`src/rtl/serial_magnitude_comparator.sv`:
```
// ============================================================================
// serial_magnitude_comparator
//
// Purpose:
//   Bit-serial magnitude comparator sequencer. It loads two WIDTH-bit operands
//   and presents them, MSB first, one bit pair per cycle to an external 1-bit
//   comparator. It takes back that comparator's x (a>b), y (a==b) and z (a<b)
//   flags and reduces them to one registered gt/eq/lt result with a done
//   pulse. The walk stops at the first differing bit pair.
//
// Ports:
//   clk          rising-edge clock
//   rst          asynchronous, active-high reset
//   start        request, accepted only while idle
//   a_in, b_in   operands, sampled when start is accepted
//   bit_a, bit_b current bit pair for the 1-bit comparator (shift-reg MSBs)
//   cmp_x/y/z    comparator return flags (a>b, a==b, a<b)
//   busy         high while bits are being compared
//   done         one-cycle pulse, result valid
//   gt, eq, lt   result, held until the next accepted start
//   err          comparator flags were not one-hot, held until next start
// ============================================================================
module serial_magnitude_comparator #(
    parameter int WIDTH = 8
) (
    input  logic             clk,
    input  logic             rst,
    input  logic             start,
    input  logic [WIDTH-1:0] a_in,
    input  logic [WIDTH-1:0] b_in,
    output logic             bit_a,
    output logic             bit_b,
    input  logic             cmp_x,
    input  logic             cmp_y,
    input  logic             cmp_z,
    output logic             busy,
    output logic             done,
    output logic             gt,
    output logic             eq,
    output logic             lt,
    output logic             err
);

    // Counter must be at least one bit wide even when WIDTH is 1.
    localparam int CW = (WIDTH > 1) ? $clog2(WIDTH) : 1;

    typedef enum logic [1:0] {
        IDLE    = 2'd0,
        COMPARE = 2'd1,
        DONE    = 2'd2
    } state_t;

    state_t           state_q, state_d;
    logic [WIDTH-1:0] shift_a_q, shift_a_d;
    logic [WIDTH-1:0] shift_b_q, shift_b_d;
    logic [CW-1:0]    cnt_q, cnt_d;
    logic             gt_q, gt_d;
    logic             eq_q, eq_d;
    logic             lt_q, lt_d;
    logic             err_q, err_d;

    logic [2:0]       flags;
    logic             flags_one_hot;

    assign flags         = {cmp_x, cmp_y, cmp_z};
    assign flags_one_hot = (flags == 3'b100) || (flags == 3'b010) || (flags == 3'b001);

    // State and datapath registers; everything returns to zero on reset so
    // that bit_a/bit_b and all result flags are low straight away.
    always_ff @(posedge clk or posedge rst) begin
        if (rst) begin
            state_q   <= IDLE;
            shift_a_q <= '0;
            shift_b_q <= '0;
            cnt_q     <= '0;
            gt_q      <= 1'b0;
            eq_q      <= 1'b0;
            lt_q      <= 1'b0;
            err_q     <= 1'b0;
        end else begin
            state_q   <= state_d;
            shift_a_q <= shift_a_d;
            shift_b_q <= shift_b_d;
            cnt_q     <= cnt_d;
            gt_q      <= gt_d;
            eq_q      <= eq_d;
            lt_q      <= lt_d;
            err_q     <= err_d;
        end
    end

    // Next-state logic. A malformed flag set takes priority over any
    // decision so that a broken comparator never produces a plausible result.
    always_comb begin
        state_d   = state_q;
        shift_a_d = shift_a_q;
        shift_b_d = shift_b_q;
        cnt_d     = cnt_q;
        gt_d      = gt_q;
        eq_d      = eq_q;
        lt_d      = lt_q;
        err_d     = err_q;

        unique case (state_q)
            IDLE: begin
                if (start) begin
                    shift_a_d = a_in;
                    shift_b_d = b_in;
                    cnt_d     = CW'(WIDTH - 1);
                    gt_d      = 1'b0;
                    eq_d      = 1'b0;
                    lt_d      = 1'b0;
                    err_d     = 1'b0;
                    state_d   = COMPARE;
                end
            end
            COMPARE: begin
                if (!flags_one_hot) begin
                    err_d   = 1'b1;
                    state_d = DONE;
                end else if (cmp_x) begin
                    gt_d    = 1'b1;
                    state_d = DONE;
                end else if (cmp_z) begin
                    lt_d    = 1'b1;
                    state_d = DONE;
                end else if (cnt_q == '0) begin
                    eq_d    = 1'b1;
                    state_d = DONE;
                end else begin
                    // Shift rather than slice so WIDTH=1 stays legal.
                    shift_a_d = shift_a_q << 1;
                    shift_b_d = shift_b_q << 1;
                    cnt_d     = cnt_q - CW'(1);
                end
            end
            DONE: begin
                state_d = IDLE;
            end
            default: begin
                state_d = IDLE;
            end
        endcase
    end

    assign bit_a = shift_a_q[WIDTH-1];
    assign bit_b = shift_b_q[WIDTH-1];
    assign busy  = (state_q == COMPARE);
    assign done  = (state_q == DONE);
    assign gt    = gt_q;
    assign eq    = eq_q;
    assign lt    = lt_q;
    assign err   = err_q;

endmodule

```
`config.mk`:
```
export PLATFORM = sky130hd
export DESIGN_NAME = serial_magnitude_comparator
export DESIGN_NICKNAME = d
export VERILOG_FILES = /design/src/rtl/serial_magnitude_comparator.sv
export SDC_FILE = /design/constraint.sdc
export NUM_CORES = 1
export LEC_CHECK = 0
export BUFFER_PORTS_ARGS = -buffer_cell sky130_fd_sc_hd__buf_2
export CORE_UTILIZATION = 46
export DETAILED_ROUTE_END_ITERATION = 16
export PLACE_DENSITY_LB_ADDON = 0.1
export SLEW_MARGIN = 20
export SYNTH_ARGS = -nofsm -noshare
export SYNTH_HDL_FRONTEND = slang
export SYNTH_SLANG_ARGS = --single-unit
```
`constraint.sdc`:
```
create_clock -name clk -period 1.7 [get_ports clk]
set_input_delay 0 -clock clk [delete_from_list [all_inputs] [get_ports clk]]
set_output_delay 0 -clock clk [all_outputs]
set_load 0.05 [all_outputs]
```
; ---- Word level (Yosys, flattened, before mapping)
; Index checks and enable logic that the tools add are counted.
[op_classes]
reduce_logical = 11
order_cmp = 0
shifts = 0
eq_ne = 15
n_addsub = 1
muxes = 39
bitwise_logic = 0
n_div = 0
n_mul = 0
[ops]
columns = operator, n
row1 = 2-to-1 mux 8 bit, 10
row2 = one-hot mux 8 bit (2 select lines), 2
row3 = 2-to-1 mux 3 bit, 5
row4 = != test 2 bit (second input constant), 7
row5 = AND reduction 6 bit, 2
row6 = 2-to-1 mux 1 bit, 11
row7 = 2-to-1 mux 2 bit, 5
row8 = one-hot mux 1 bit (2 select lines), 4
row9 = one-hot mux 3 bit (2 select lines), 1
row10 = != test 5 x 4 -> 1 bit (second input constant), 1
row11 = AND reduction 5 bit, 1
row12 = != test 2 x 1 -> 1 bit (second input constant), 2
row13 = one-hot mux 2 bit (2 select lines), 1
row14 = AND reduction 4 bit, 1
row15 = == test 3 x 1 -> 1 bit (second input constant), 1
row16 = == test 3 x 2 -> 1 bit (second input constant), 1
row17 = == test 3 bit (second input constant), 1
row18 = logical NOT 3 bit, 1
row19 = AND reduction 3 bit, 1
row20 = subtractor 3 x 1 -> 3 bit (second input constant), 1
row21 = == test 2 x 1 -> 1 bit (second input constant), 1
row22 = == test 2 bit (second input constant), 1
row23 = logical NOT 2 bit, 1
row24 = logical OR 1 bit, 2
row25 = other kinds (2), 2
[word_totals]
elab_cells = 74
inputBits = 22
romBits = 0
latchBits = 0
regBits = 25
n_memories = 0
output_inout_bits = 8
ram_bits = 0

; ---- Logic depth before layout (Yosys ltp)
[depth]
word_depth = 6
depth_mapped = 6
depth_no_buf = 5

; ---- Worst setup path after synthesis
; Ideal clock, no wire load.
[synth_path]
path_kind = register to register
start = reg state_q[1]
end = reg shift_a_q[2]
path_slack_ps = -125
t_required_ps = 1577
period_less_slack_ps = 1825
n_path_buf = 1
stages_incl_launch_ff = 6
arrival_ps = 1702
setup_ps = 123
path_cell_list = dfrtp_1 -> nand2b_1 -> inv_1 -> nand3_2 -> buf_2 -> o221a_2
[synth_via]
elab_chain_cells = 3
elab_cells_between_ends = 10
classes_between = eq/ne (6) / mux (1) / reduce/logical (3)
[synth_lines]
columns = element, line_no
row1 = start: declaration, 53  ; state_t state_q, state_d;
row2 = start signal: assignment, 81  ; state_q <= state_d;
row3 = == test 2 x 1 -> 1 bit *, --
row4 = net busy, 36  ; output logic busy,
row5 = != test 2 bit (no line) (tied with other cells), --
row6 = AND reduction 6 bit (no line), --
row7 = end signal: assignment, 82  ; shift_a_q <= shift_a_d;
row8 = end: declaration, 54  ; logic [WIDTH-1:0] shift_a_q, shift_a_d;
; The timed path passes the listed nets; every way through them passes the cells marked *.
; A chain may end at the register's enable or synchronous reset.

; ---- Worst setup path in the final report
[layout_path]
start = reg cnt_q[0]
end = reg cnt_q[0]
[layout_via]
elab_chain_cells = 6
elab_cells_between_ends = 9
classes_between = add/sub (1) / eq/ne (1) / mux (5) / reduce/logical (2)
[layout_lines]
columns = element, line_no
row1 = start: declaration, 56  ; logic [CW-1:0] cnt_q, cnt_d;
row2 = start signal: assignment, 84  ; cnt_q <= cnt_d;
row3 = subtractor 3 x 1 -> 3 bit, 134  ; cnt_d = cnt_q - CW'(1);
row4 = 2-to-1 mux 3 bit, 127  ; end else if (cnt_q == '0) begin
row5 = 2-to-1 mux 3 bit, 124  ; end else if (cmp_z) begin
row6 = 2-to-1 mux 3 bit, 121  ; end else if (cmp_x) begin
row7 = 2-to-1 mux 3 bit, 118  ; if (!flags_one_hot) begin
row8 = one-hot mux 3 bit (2 select lines), 104  ; unique case (state_q)
; Parallel ways exist; a longest one is shown, timed or not. The select of a mux whose other input is x is not followed.

==> metrics.md <==
| Metric | Value |
|---|---|
| Outcome | finished, final reports clean |
| Yosys warns | 0 |
| Slew Limit Fails | 0 |
| Total Wirelength | approximately 2400 um |
| Post-detail-place hpwl | ~1600 um |
| Post-synthesis net count | between 100 and 150 |
| Vias in the first global route | 886 |
| Critical path required time | ~1900 ps |
| PostCTS Resize Cnt | 0 |
| Placed insts | approximately 160 |
| Endpoints failing hold | 0 |
| GPL Wtd Cong | about 0.76 |
| CTS H-tree lvls | 1 |
| CP endpoint kind | flop |
| Gr usage total | 0.195 |
| Hold worst-path end | shift_b_q[3] |
| Leak | between 0.7 and 0.8 nW |
| Tcrit/Tclk final | 0.931 |
| Cts bufs inserted | 3 |
| Critical R2R Capture | cnt_q[0] |
| Synthesis-to-layout area growth | 34.7% |
| Critical path, cell by cell | inv_1 > ha_1 > nor2b_1 > o31ai_4 > buf_12 > mux2_2 |
| Max Cap Violations | 0 |
| Worst Path Arrival | about 1800 ps |
| Crit-path max cell delay | about 390 ps |
| Peak VDD IR | between 600 and 700 uV |
| Die area | between 2000 and 3000 um^2 |
| Hold Path Depth | 3 |
| Post-CTS setup buffers | 0 |
| Clock tree buffer depth | 2 |
| Crit Path Class | flop to flop |
| Drt drc | 0 |
| Core area | ~2300 um^2 |
| Most frequent cells in the layout | 29 x buf_2, 25 x dfrtp_1, 15 x dlygate4sd3_1 |
| Worst-Skew Late Latency | 310 ps |
| P per Cell Area | roughly 1100 nW/um^2 |
| Final setup vio count | 0 |
| DR iter-0 viols | 15 |
| Synthesized area | around 1200 um^2 |
| Setup Skew | ~4.3 ps |
| Via count | 941 |
| ANT cells | 0 |
| FF-to-FF path depth | 6 |
| Commonest non-fill, non-tap cell in the layout | buf_2 |
| Cells after Synth | 97 |
| TritonCTS clock tree | done |
| Largest net degree at the start of global routing | 26 |
| F_max | roughly 630 MHz |
| First-pass GRT wire length | between 3000 and 4000 um |
| Final ANT Viol Nets | 0 |
| Critical Path Fanout Max | 18 |
| Yosys reg bits | 25 |
| CP Launch Type | flop |
| Initial antenna violation count | 0 |
| Hold-fix buffers, CTS | 15 |
| I/O Pins | 30 |
| Root buf cell | clkbuf_4 |
| Top delay family on crit path | flip-flops |
| Reg-to-reg critical path startpoint | cnt_q[0] |
| Setup Total Neg Slack | 0 ps |
| Yosys cell types | 28 |
| Seq/Total Area, Yosys | 0.530 |
| HP Start | b_in[3] |
| Reg clk slew, reported paths | between 100 and 150 ps |
| Nets | approximately 170 |
| Avg Cell Area, Syn | between 10 and 15 um^2 |
| Unrepaired setup endpoints after global routing | false |
| Tmin final | 1580 ps |
| Layout cells sized above 1 | 0.412 |
| Clock sink count | 25 |
| R2r setup slk | approximately 120 ps |
| Die X-Extent | roughly 53 um |
| First drt pass iteration count | 4 |
| Slowest CP cell | dfrtp_1 |
| CP Buf/Inv Count | 2 |
| Worst Hold Class | primary input to flop |
| Die Height | 52.7 um |
| Actual slew at the worst max-slew pin | 388 ps |
| DR vias/cell | 5.35 |
| Fin cells | 176 |
| Normalized max-slew margin | 0.738 |
| Total grt overflow | 0 |
| WL/cell | around 14 um |
| Starting Density | 0.509 |
| Core Rows | 17 |
| Port buffer count | 29 |
==> cell usage after synthesis <==
library cell / instances / share of area
dfrtp_1: 25 / 0.53
o221a_2: 14 / 0.13
nand2b_1: 10 / 0.053
inv_1: 8 / 0.025
or2b_1: 6 / 0.038
o21ai_0: 4 / 0.017
nand2_1: 3 / 0.0095
a32o_1: 2 / 0.017
clkbuf_1: 2 / 0.0064
ha_1: 2 / 0.021
nor2_1: 2 / 0.0064
nor2b_1: 2 / 0.011
nor3b_1: 2 / 0.013
a21oi_1: 1 / 0.0042
a22o_1: 1 / 0.0074
buf_2: 1 / 0.0042
buf_6: 1 / 0.0095
mux2_2: 1 / 0.0095
mux2i_1: 1 / 0.0085
nand3_1: 1 / 0.0042
nand3_2: 1 / 0.0085
o311ai_0: 1 / 0.0074
o31ai_1: 1 / 0.0064
o31ai_4: 1 / 0.018
o41ai_1: 1 / 0.0074
or3b_2: 1 / 0.0074
or3b_4: 1 / 0.0095
xor2_1: 1 / 0.0074
==> per-layer routing <==
metal | GRT usage | wire (um) | vias to the layer above
li1 | - | - | 463
met1 | 0.243 | 1160 | 453
met2 | 0.335 | 1120 | 23
met3 | 0.0261 | 81 | 2
met4 | 0.0789 | 17 | 0
met5 | 0 | 0 | -
==> registers in the layout, summed over array words and instances, names as in the netlist <==
register and cells:
shift_b_q 8, gt 1, eq 1, cnt_q 3
err 1, shift_a_q 8, state_q 2, lt 1
==> report_power, final <==
| group | internal (W) | switching (W) | total, W |
|---|---|---|---|
| clock | 0.0000896 | 0.000183 | 0.000272 |
| sequential | 0.000751 | 0.0000923 | 0.000843 |
| combinational | 0.000276 | 0.000329 | 0.000606 |
| total | 0.00112 | 0.000604 | 0.00172 |
==> per-stage QoR <==
stage / power [W] / hold WS [ps] / cell area, um^2 / utilization / worst slack, ps
6_report: 0.00172 / 31.4 / 1590 / 0.686 / 118
2_1_floorplan: 0.00126 / 27.3 / 1180 / - / 43.4
3_5_place_dp: 0.00144 / 61.8 / 1410 / 0.609 / 131
4_1_cts: 0.00175 / 9.88 / 1590 / 0.686 / 113
3_3_place_gp: 0.00142 / 62.2 / 1410 / 0.609 / 187
5_1_grt: 0.00183 / 39.2 / 1590 / 0.686 / 38.2
==> cell families (layout without fill, tap and decap cells) <==
family | after synthesis | count (layout) | share of synthesized area
AOI/OAI and AO/OA | 26 | 26 | 0.218
xor gates and xnor gates | 1 | 1 | 0.00742
adders and majority gates | 2 | 2 | 0.0212
buffers and inverters | 12 | 63 | 0.0455
DFF | 25 | 25 | 0.530
muxes | 2 | 2 | 0.0180
and+or+nand+nor | 29 | 29 | 0.160
==> final cells by class <==
| cell class | count | area, um^2 |
|---|---|---|
| fill | 177 | 727 |
| sequential | 25 | 626 |
| multi-input combinational | 60 | 507 |
| timing repair buffer | 51 | 360 |
| tap | 28 | 35.0 |
| inverter | 8 | 33.8 |
| clock buffer | 3 | 22.5 |
| clock inverter | 1 | 7.51 |
==> worst min-delay path: stages <==
cell and delay (ps):
buf_2 80, or2b_1 80, o221a_2 160
==> worst max path at each step <==
stage                           from           end  slack [ps]  depth (start not counted)
after floorplan           state_q[1]      cnt_q[1]          40                          5
after global placement    state_q[0]  shift_b_q[1]         190                          4
after detailed placement    cnt_q[0]      cnt_q[0]         130                          6
after CTS                   cnt_q[0]      cnt_q[0]         110                          6
after global routing        cnt_q[0]      cnt_q[0]          40                          6
final                       cnt_q[0]      cnt_q[0]         120                          6
(Power assumes the default switching activity.)
